$ cat src/rtl/control_unit.sv
// Hardwired control sequencer for the bus-based CPU datapath: fetch (T0-T2) plus opcode-driven execute (T3-T7).
// Optional macro MUL_DIV_EN enables the mul/div sequence; without it those opcodes decode as nop.
module control_unit #(
    parameter int unsigned T_WIDTH = 4
) (
    input  logic        clk,
    input  logic        clr,
    input  logic [31:0] IR_Data,
    input  logic        con_output,
    output logic        PC_enable,
    output logic        PC_increment_enable,
    output logic        IR_enable,
    output logic        con_enable,
    output logic        Y_enable,
    output logic        Z_enable,
    output logic        MAR_enable,
    output logic        MDR_enable,
    output logic        HI_enable,
    output logic        LO_enable,
    output logic        read,
    output logic        write,
    output logic        Gra,
    output logic        Grb,
    output logic        Grc,
    output logic        r_enable,
    output logic        r_select,
    output logic        BAout,
    output logic        PC_select,
    output logic        HI_select,
    output logic        LO_select,
    output logic        Z_HI_select,
    output logic        Z_LO_select,
    output logic        MDR_select,
    output logic        InPort_select,
    output logic        c_select,
    output logic [4:0]  alu_instruction,
    output logic        halted
);

    typedef enum logic [T_WIDTH-1:0] {
        S_T0, S_T1, S_T2, S_T3, S_T4, S_T5, S_T6, S_T7, S_HALT
    } state_t;

    typedef enum logic [3:0] {
        K_NOP, K_ALU, K_IMM, K_UNARY, K_MULDIV, K_LD, K_LDI, K_ST,
        K_BR, K_JR, K_MFHI, K_MFLO, K_HALT
    } kind_t;

    localparam logic [4:0] ALU_ADD = 5'b00011;
    localparam logic [4:0] ALU_AND = 5'b00101;
    localparam logic [4:0] ALU_OR  = 5'b00110;

    state_t     state_q, state_d;
    kind_t      kind;
    logic [4:0] opcode;
    logic [4:0] imm_op;
    logic       unused_ir;

    assign opcode    = IR_Data[31:27];
    assign unused_ir = ^IR_Data[26:0];

    // Instruction class from the opcode field
    always_comb begin
        kind = K_NOP;
        if (opcode >= 5'b00011 && opcode <= 5'b01011) begin
            kind = K_ALU;
        end else begin
            case (opcode)
                5'b00000: kind = K_LD;
                5'b00001: kind = K_LDI;
                5'b00010: kind = K_ST;
                5'b01100, 5'b01101, 5'b01110: kind = K_IMM;
`ifdef MUL_DIV_EN
                5'b01111, 5'b10000: kind = K_MULDIV;
`else
                5'b01111, 5'b10000: kind = K_NOP;
`endif
                5'b10001, 5'b10010: kind = K_UNARY;
                5'b10011: kind = K_BR;
                5'b10100: kind = K_JR;
                5'b11000: kind = K_MFHI;
                5'b11001: kind = K_MFLO;
                5'b11011: kind = K_HALT;
                default:  kind = K_NOP;
            endcase
        end
    end

    always_comb begin
        case (opcode)
            5'b01101: imm_op = ALU_AND;
            5'b01110: imm_op = ALU_OR;
            default:  imm_op = ALU_ADD;
        endcase
    end

    always_ff @(posedge clk) begin
        if (!clr) begin
            state_q <= S_T0;
        end else begin
            state_q <= state_d;
        end
    end

    // Step sequencing; each class leaves the execute chain at its last listed step
    always_comb begin
        state_d = S_T0;
        case (state_q)
            S_T0: state_d = S_T1;
            S_T1: state_d = S_T2;
            S_T2: state_d = (kind == K_NOP) ? S_T0 : S_T3;
            S_T3: begin
                case (kind)
                    K_HALT: state_d = S_HALT;
                    K_ALU, K_IMM, K_UNARY, K_MULDIV,
                    K_LD, K_LDI, K_ST, K_BR: state_d = S_T4;
                    default: state_d = S_T0;
                endcase
            end
            S_T4: begin
                case (kind)
                    K_ALU, K_IMM, K_MULDIV, K_LD, K_LDI, K_ST, K_BR: state_d = S_T5;
                    default: state_d = S_T0;
                endcase
            end
            S_T5: begin
                case (kind)
                    K_MULDIV, K_LD, K_ST, K_BR: state_d = S_T6;
                    default: state_d = S_T0;
                endcase
            end
            S_T6:    state_d = (kind == K_LD || kind == K_ST) ? S_T7 : S_T0;
            S_T7:    state_d = S_T0;
            S_HALT:  state_d = S_HALT;
            default: state_d = S_T0;
        endcase
    end

    // Control-step decode; everything is forced low while clr is asserted
    always_comb begin
        PC_enable           = 1'b0;
        PC_increment_enable = 1'b0;
        IR_enable           = 1'b0;
        con_enable          = 1'b0;
        Y_enable            = 1'b0;
        Z_enable            = 1'b0;
        MAR_enable          = 1'b0;
        MDR_enable          = 1'b0;
        HI_enable           = 1'b0;
        LO_enable           = 1'b0;
        read                = 1'b0;
        write               = 1'b0;
        Gra                 = 1'b0;
        Grb                 = 1'b0;
        Grc                 = 1'b0;
        r_enable            = 1'b0;
        r_select            = 1'b0;
        BAout               = 1'b0;
        PC_select           = 1'b0;
        HI_select           = 1'b0;
        LO_select           = 1'b0;
        Z_HI_select         = 1'b0;
        Z_LO_select         = 1'b0;
        MDR_select          = 1'b0;
        InPort_select       = 1'b0;
        c_select            = 1'b0;
        alu_instruction     = 5'b00000;
        halted              = 1'b0;
        if (clr) begin
            case (state_q)
                S_T0: begin
                    PC_select = 1'b1; MAR_enable = 1'b1; PC_increment_enable = 1'b1;
                end
                S_T1: begin
                    read = 1'b1; MDR_enable = 1'b1;
                end
                S_T2: begin
                    MDR_select = 1'b1; IR_enable = 1'b1;
                end
                S_T3: begin
                    case (kind)
                        K_ALU, K_IMM: begin
                            Grb = 1'b1; r_select = 1'b1; Y_enable = 1'b1;
                        end
                        K_UNARY: begin
                            Grb = 1'b1; r_select = 1'b1; alu_instruction = opcode; Z_enable = 1'b1;
                        end
                        K_MULDIV: begin
                            Gra = 1'b1; r_select = 1'b1; Y_enable = 1'b1;
                        end
                        K_LD, K_LDI, K_ST: begin
                            Grb = 1'b1; BAout = 1'b1; Y_enable = 1'b1;
                        end
                        K_BR: begin
                            Gra = 1'b1; r_select = 1'b1; con_enable = 1'b1;
                        end
                        K_JR: begin
                            Gra = 1'b1; r_select = 1'b1; PC_enable = 1'b1;
                        end
                        K_MFHI: begin
                            HI_select = 1'b1; Gra = 1'b1; r_enable = 1'b1;
                        end
                        K_MFLO: begin
                            LO_select = 1'b1; Gra = 1'b1; r_enable = 1'b1;
                        end
                        default: ;
                    endcase
                end
                S_T4: begin
                    case (kind)
                        K_ALU: begin
                            Grc = 1'b1; r_select = 1'b1; alu_instruction = opcode; Z_enable = 1'b1;
                        end
                        K_IMM: begin
                            c_select = 1'b1; alu_instruction = imm_op; Z_enable = 1'b1;
                        end
                        K_UNARY: begin
                            Z_LO_select = 1'b1; Gra = 1'b1; r_enable = 1'b1;
                        end
                        K_MULDIV: begin
                            Grb = 1'b1; r_select = 1'b1; alu_instruction = opcode; Z_enable = 1'b1;
                        end
                        K_LD, K_LDI, K_ST: begin
                            c_select = 1'b1; alu_instruction = ALU_ADD; Z_enable = 1'b1;
                        end
                        K_BR: begin
                            PC_select = 1'b1; Y_enable = 1'b1;
                        end
                        default: ;
                    endcase
                end
                S_T5: begin
                    case (kind)
                        K_ALU, K_IMM, K_LDI: begin
                            Z_LO_select = 1'b1; Gra = 1'b1; r_enable = 1'b1;
                        end
`ifdef MUL_DIV_EN
                        K_MULDIV: begin
                            Z_LO_select = 1'b1; LO_enable = 1'b1;
                        end
`else
                        K_MULDIV: ;
`endif
                        K_LD, K_ST: begin
                            Z_LO_select = 1'b1; MAR_enable = 1'b1;
                        end
                        K_BR: begin
                            c_select = 1'b1; alu_instruction = ALU_ADD; Z_enable = 1'b1;
                        end
                        default: ;
                    endcase
                end
                S_T6: begin
                    case (kind)
`ifdef MUL_DIV_EN
                        K_MULDIV: begin
                            Z_HI_select = 1'b1; HI_enable = 1'b1;
                        end
`else
                        K_MULDIV: ;
`endif
                        K_LD: begin
                            read = 1'b1; MDR_enable = 1'b1;
                        end
                        K_ST: begin
                            Gra = 1'b1; r_select = 1'b1; MDR_enable = 1'b1;
                        end
                        K_BR: begin
                            Z_LO_select = 1'b1; PC_enable = con_output;
                        end
                        default: ;
                    endcase
                end
                S_T7: begin
                    case (kind)
                        K_LD: begin
                            MDR_select = 1'b1; Gra = 1'b1; r_enable = 1'b1;
                        end
                        K_ST: write = 1'b1;
                        default: ;
                    endcase
                end
                S_HALT:  halted = 1'b1;
                default: ;
            endcase
        end
    end

endmodule

$ cat config.mk
export PLATFORM = sky130hd
export DESIGN_NAME = control_unit
export DESIGN_NICKNAME = d
export VERILOG_FILES = /design/src/rtl/control_unit.sv
export SDC_FILE = /design/constraint.sdc
export NUM_CORES = 1
export LEC_CHECK = 0
export ABC_AREA = 1
export CORE_MARGIN = 2
export CORE_UTILIZATION = 36
export DETAILED_ROUTE_END_ITERATION = 7
export PLACE_DENSITY = 0.78
export SYNTH_ARGS = -nofsm -noshare
export SYNTH_HDL_FRONTEND = slang
export SYNTH_SLANG_ARGS = --single-unit
export TNS_END_PERCENT = 5
$ cat constraint.sdc
create_clock -name clk -period 2 [get_ports clk]
set_input_delay 0.3 -clock clk [delete_from_list [all_inputs] [get_ports clk]]
set_output_delay 0.3 -clock clk [all_outputs]
set_load 0.005 [all_outputs]
==> results of run 1 <==
[worst max path at each step]
stage                    end  cells after the start
floorplan           r_select                     14
global placement    r_select                     17
detailed placement       Gra                     17
CTS                 r_select                     16
global route        r_select                     17
finish              r_select                     16
[cells by family (layout without fill, tap and decap cells)]
| group | Yosys count | in the layout | synth area share (%) |
|---|---|---|---|
| simple gates | 137 | 137 | 53.3 |
| flops | 4 | 4 | 6.58 |
| compound gates | 33 | 33 | 16.7 |
| buf+inv | 51 | 161 | 17.0 |
| other cells | 1 | 4 | 0.308 |
| fa+ha+maj | 6 | 6 | 6.17 |
[synth_stat cells]
cell type,count
nor3_1,6
clkinv_1,1
nand4_1,2
o31ai_1,2
o21ai_1,2
inv_1,38
o21ai_2,1
ha_1,6
a32o_1,1
nand2_1,49
o21a_1,1
inv_2,6
nand3_2,1
o21ai_0,10
nand2_4,1
nor3b_1,1
a21oi_1,10
a21boi_0,1
nand2_2,4
nor2_1,45
nor2_2,5
nor4_1,2
o22ai_1,1
a31oi_1,1
clkbuf_1,2
a211oi_1,1
a21oi_4,1
buf_4,4
nand3_4,1
o211ai_1,1
dfxtp_1,4
nand3_1,14
nor2_4,6
conb_1,1
[routing by layer]
layer | vias up | global-route usage (%) | part of all wire, %
met1 | 955 | 32.2 | 37
met4 | 0 | 6.11 | 4.2
met2 | 122 | 58.2 | 53
li1 | 947 | - | -
met5 | - | 0 | 0
met3 | 32 | 2.90 | 6.4
[worst register-to-register path: stages, from the launching register on]
cell and delay, ns:
dfxtp_1 0.32, inv_1 0.05, nor2_1 0.16, inv_1 0.12, nor3_1 0.19, buf_4 0.19
nand2_2 0.08, buf_4 0.15, nand3_1 0.11, nor2_1 0.06, nand3_1 0.10, nand2_1 0.06
inv_1 0.05
[stage by stage]
stage                     std cells  util, %  setup TNS, ns  hold slack (ns)  worst slack, ns
final                           391     75.4          -7.45            0.570           -0.434
after global routing            391     75.4          -9.87            0.591           -0.524
after global placement          369     63.1         -31.95            0.538            -1.32
after floorplan                 235        -              0            0.503          0.00173
after detailed placement        369     63.1         -32.59            0.567            -1.33
after CTS                       389     72.5          -7.67            0.565           -0.421
[power groups by stage]
stage               sequential (µW)  clock (µW)  combinational (µW)
floorplan                      96.9           0                 227
global placement               98.8           0                 449
detailed placement             98.6           0                 459
CTS                            97.6         105                 548
global route                   98.9         110                 660
finish                         98.3         104                 619
[timing repair]
action,4_1_cts,5_1_grt
endpoints found under the setup margin,31,29
pin swaps,35,18
buffers inserted,17,3
resized for setup,163,42
[final cells by class]
class,instances,area (µm²)
flip-flops and latches,4,80.1
multi-input cells,180,1240
clock buffers,3,22.5
repair buffers,113,887
fillers,234,808
inverters,45,189
well taps,46,57.6
==> results.toml, run 1 <==
[run_status]
status = "complete, but fails checks"
violations = "setup timing"

[sta]
fin_crit_ns = 2.43
setup_ws_ns = -0.434
clock.fmax_mhz = 411
slew_viol_final = 0
finalSetupViolations = 26
finClkSkew_ns = 0.00637
grt_setup_unrepaired = "true"
fin_crit_sh_pct = 122
finalHoldViolations = 0

[placed_design]
placed_area_mm2 = 0.00207
port_buffers = 35
gp_congestion = 0.928
dp_hpwl_um = 3570

[yosys]
synth.avg_cell_area_um2 = 5.24
ys_warn_count = 0
synth.distinct_cells = 34
synth_cells = 232
synth_seq_cells = 4
yosys.area.top_type = "nand2_1"
synth_area_mm2 = 0.00122
synthTopCellsByArea = "nand2_1 (15%), nor2_1 (14%), inv_1 (12%), dfxtp_1 (6.6%), ha_1 (6.2%)"
ys_seq_area_share_pct = 6.58
synth_top_area_share_pct = 15.1

[global_routing]
gr-total-overflow = 0
grt_pass1_vias = 1977
grt_start_max_net_pins = 9
grt_first_pass_wirelength_um = 9190
grt_usage_pct = 28.9
antenna_found_initial = 0

[cts]
cts_buffer_depth = 2
cts_tree = "done"
cts_max_level = 1
cts-root-buf = "clkbuf_4"
insertion_delay_ns = 0.24
cts.clk_slew.worst_paths_ns = 0.03
clkSinkCount = 4
cts_hold_buf = 0
cts_buffers = 3

[pwr]
p_per_area_mw_per_mm2 = 332
seq_power_share_pct = 12.0
power_leakage_uw = 0.00126
clkPwrFrac_pct = 12.7
p_comb_share_pct = 75.3
p_sw_share_pct = 46.1
switchingPower_uw = 379
internal_power_uw = 443
finalPower_uw = 822
ir_worst_vdd_mv = 0.188

[setup_path]
path_buf_inv = 3
crit_path_max_incr_delay_ns = 0.29
critical_path_required_ns = 1.70
cp_cell_sequence = "buf_12, inv_8, ha_4, nand2_4, nand3_4, a21oi_4, nand2_4, nand2_8, nor2_4, nor2_4, nor2_4, nor2_4, nand2_1, nor2_1, nor2_1, buf_2"
arrival_ns = 2.13
path_max_fanout = 6
end_kind = "output pin"
cp_top_family = "simple AND/OR/NAND/NOR gates"
r2r-end = "state_q[2]"
reg2regPathDepth = 12
critPathKind = "input pin to output pin"
timing.rr.start = "state_q[2]"
cp-start-kind = "input pin"
cp_slowest_cell = "a21oi_4"
crit_start = "IR_Data[27]"
path_common_cell = "nor2_4"
r2r_setup_slack_ns = 0.32

[finish]
largest_reg_flops = 4
fin_nets = 388
drive_above_1_share_pct = 53.6
top_register = "state_q"
antenna_cells = 0
layout_common_cells = "buf_4 (68), nand2_1 (35), inv_1 (32), nor2_1 (32), buf_2 (19)"
fin_area_mm2 = 0.00248
mostFrequentLayoutCell = "buf_4"
syn_to_final_growth_pct = 104
reg_top3 = "state_q (4)"

[worst_hold_path]
hold_class = "register to register"
hp-start = "state_q[3]"
min_path_cells = 2
min_to = "state_q[3]"

[drt]
drtIter0Drc = 147
wire_per_inst_um = 15.5
drt-total-wl_um = 6040
drc = 0
via_per_inst = 5.26
dr.pass1.iters = 7
via_count = 2056
ant_nets = 0

[job]
drv_cap = 0

[floorplanning]
die_y_um = 62.1
core_mm2 = 0.00328
dieArea_mm2 = 0.00386
start_util_pct = 37.0
fp-row-count = 21
die_w_um = 62.1
boundaryPins = 67
No activity file was read; power rests on OpenSTA's default activity.
==> run 2: changes to the inputs <==
Settings changed: CORE_UTILIZATION 36 to 35, PLACE_DENSITY 0.78 to 0.77.
==> run 2 against run 1 <==
  * The flow still finishes with violations (setup timing)
  * Combinational power increased by 17%
  * First-iteration DRC count increased by 39%
  * Setup slack got worse by 0.18 ns
  * Cell count increased by 6.1%
  * Sequential power increased by 1%
  * Sequential share of layout area decreased by 0.33 points
  * Count of clock-buffer cells in the layout unchanged
  * Global-route usage increased by 4.4 points
  * Clock skew decreased by 0.0020 ns
  * Register-to-register slack got worse by 0.10 ns
  * Critical path type unchanged
  * Critical endpoint is now alu_instruction[0]
==> results.toml, run 2 (synthesis gave the netlist of run 1 again) <==
[run_status]
status = "complete, but fails checks"
violations = "setup timing"

[pwr]
ir_worst_vdd_mv = 0.224
clkPwrFrac_pct = 11.4
p_per_area_mw_per_mm2 = 336
power_leakage_uw = 0.00141
p_sw_share_pct = 46.8
p_comb_share_pct = 77.9
internal_power_uw = 493
switchingPower_uw = 434
seq_power_share_pct = 10.7

[sta]
worst_pin_slew_ns = 0.527
finalSetupViolations = 28
finalHoldViolations = 0
fin_crit_ns = 2.62
slew_headroom_pct = 64.9
setup_ws_ns = -0.616
grt_setup_unrepaired = "true"
clock.fmax_mhz = 382
finClkSkew_ns = 0.00436
slew_viol_final = 0
hold_ws_ns = 0.553
fin_crit_sh_pct = 131

[setup_path]
arrival_ns = 2.32
critPathKind = "input pin to output pin"
cp_cell_sequence = "buf_12, ha_4, inv_1, nor2_4, nand2_2, nand2_2, nand2_4, buf_4, nand2_2, nand2_4, nor2_4, nor2_4, buf_6, nor2_2, o21ai_1, a21oi_1, buf_2"
timing.rr.start = "state_q[2]"
cp-start-kind = "input pin"
path_max_fanout = 6
end_kind = "output pin"
crit_path_max_incr_delay_ns = 0.22
crit_start = "IR_Data[27]"
cp_slowest_cell = "a21oi_1"
critical_path_required_ns = 1.70

[finish]
antenna_cells = 0
top_register = "state_q"
fin_nets = 412
fill_cells = 204
drive_above_1_share_pct = 59.1
largest_reg_flops = 4
reg_top3 = "state_q (4)"
layout_common_cells = "buf_4 (80), nand2_1 (36), inv_1 (32), nor2_1 (32), buf_6 (22)"
final_util_pct = 82.6
final_cells = 415
syn_to_final_growth_pct = 127
mostFrequentLayoutCell = "buf_4"

[drt]
wire_per_inst_um = 18.8
dr.pass1.iters = 5
ant_nets = 0
drtIter0Drc = 204
via_per_inst = 5.63
drc = 0
drt-total-wl_um = 7780
via_count = 2338

[floorplanning]
dieArea_mm2 = 0.00396
start_util_pct = 36.4
fp-row-count = 21
boundaryPins = 67
die_w_um = 62.9
core_mm2 = 0.00334
die_y_um = 62.9

[placed_design]
gp_congestion = 0.930
dp_cells = 373
port_buffers = 35
dp_hpwl_um = 3610

[cts]
cts_max_level = 1
cts_tree = "done"
cts-root-buf = "clkbuf_4"
clkSinkCount = 4
cts_buffers = 3
cts_hold_buf = 0
insertion_delay_ns = 0.24
cts.clk_slew.worst_paths_ns = 0.04
cts_buffer_depth = 2

[worst_hold_path]
hp-start = "state_q[3]"
hold_class = "register to register"

[global_routing]
grt_use_met1_pct = 33.8
grt_pass1_vias = 2264
antenna_found_initial = 0
grt_first_pass_wirelength_um = 10500
grt_start_max_net_pins = 9
grt_usage_pct = 33.2
gr-total-overflow = 0
grtUsageMet3_pct = 6.85
top_usage_layer = "met2"
grtUsageMet2_pct = 61.0

[job]
drv_cap = 0
-- run 2: final timing paths --
| check | endpoint | slack [ns] | cells past startpoint |
|---|---|---|---|
| setup / recovery | alu_instruction[0] | -0.62 | 17 |
| setup reg to reg | state_q[1] | 0.22 | 11 |
| hold reg to reg | state_q[3] | 0.55 | 2 |
| hold / removal | state_q[3] | 0.55 | 2 |
-- run 2: metrics by stage --
stage / setup slack, ns / TNS (ns) / area [µm²] / total power [µW]
after floorplan: 0.00173 / 0 / 1260 / 324
after global placement: -1.28 / -31.31 / 2100 / 557
after detailed placement: -1.36 / -32.68 / 2100 / 566
after CTS: -0.455 / -8.76 / 2540 / 789
after global routing: -0.713 / -13.80 / 2760 / 969
final: -0.616 / -11.60 / 2760 / 927
-- run 2: routing by layer --
metal / part of all wire [%] / vias to the layer above
li1: - / 998
met1: 37 / 1087
met2: 48 / 187
met3: 8.0 / 66
met4: 7.6 / 0
met5: 0 / -
-- run 2: critical path: cells and delay by family --
kind,cells,cell delay [ns]
and+or+nand+nor,9,0.99
buffers and inverters,5,0.58
AOI/OAI and AO/OA,2,0.30
adders and majority gates,1,0.14
-- run 2: what timing repair did --
item                                    in CTS  in global routing
pin swaps                                   57                 33
gates cloned                                 0                  0
endpoints found under the setup margin      31                 29
hold endpoints to repair                     0                  0
setup buffers                               28                 12
gates resized for setup                    183                 55
-- run 2: final cells by class --
| cell class | instances | area [µm²] | share of cell area, % |
|---|---|---|---|
| tap | 46 | 57.6 | 2.09 |
| timing repair buffer | 137 | 1110 | 40.3 |
| clock buffer | 3 | 22.5 | 0.817 |
| inverter | 45 | 186 | 6.77 |
| multi-input combinational | 180 | 1300 | 47.1 |
| sequential | 4 | 80.1 | 2.91 |
-- run 2: power groups by stage --
stage	combinational (µW)	sequential (µW)	clock, µW
floorplan	227	96.9	0
global placement	459	98.6	0
detailed placement	467	99.2	0
CTS	589	98.0	103
global route	758	101	111
finish	722	99.5	105
==> run 3: changes to the inputs <==
Settings changed: HOLD_SLACK_MARGIN from default to 0.02.
==> results of run 3 <==
The final DEF is identical to that of run 2; final timing and power are the same.
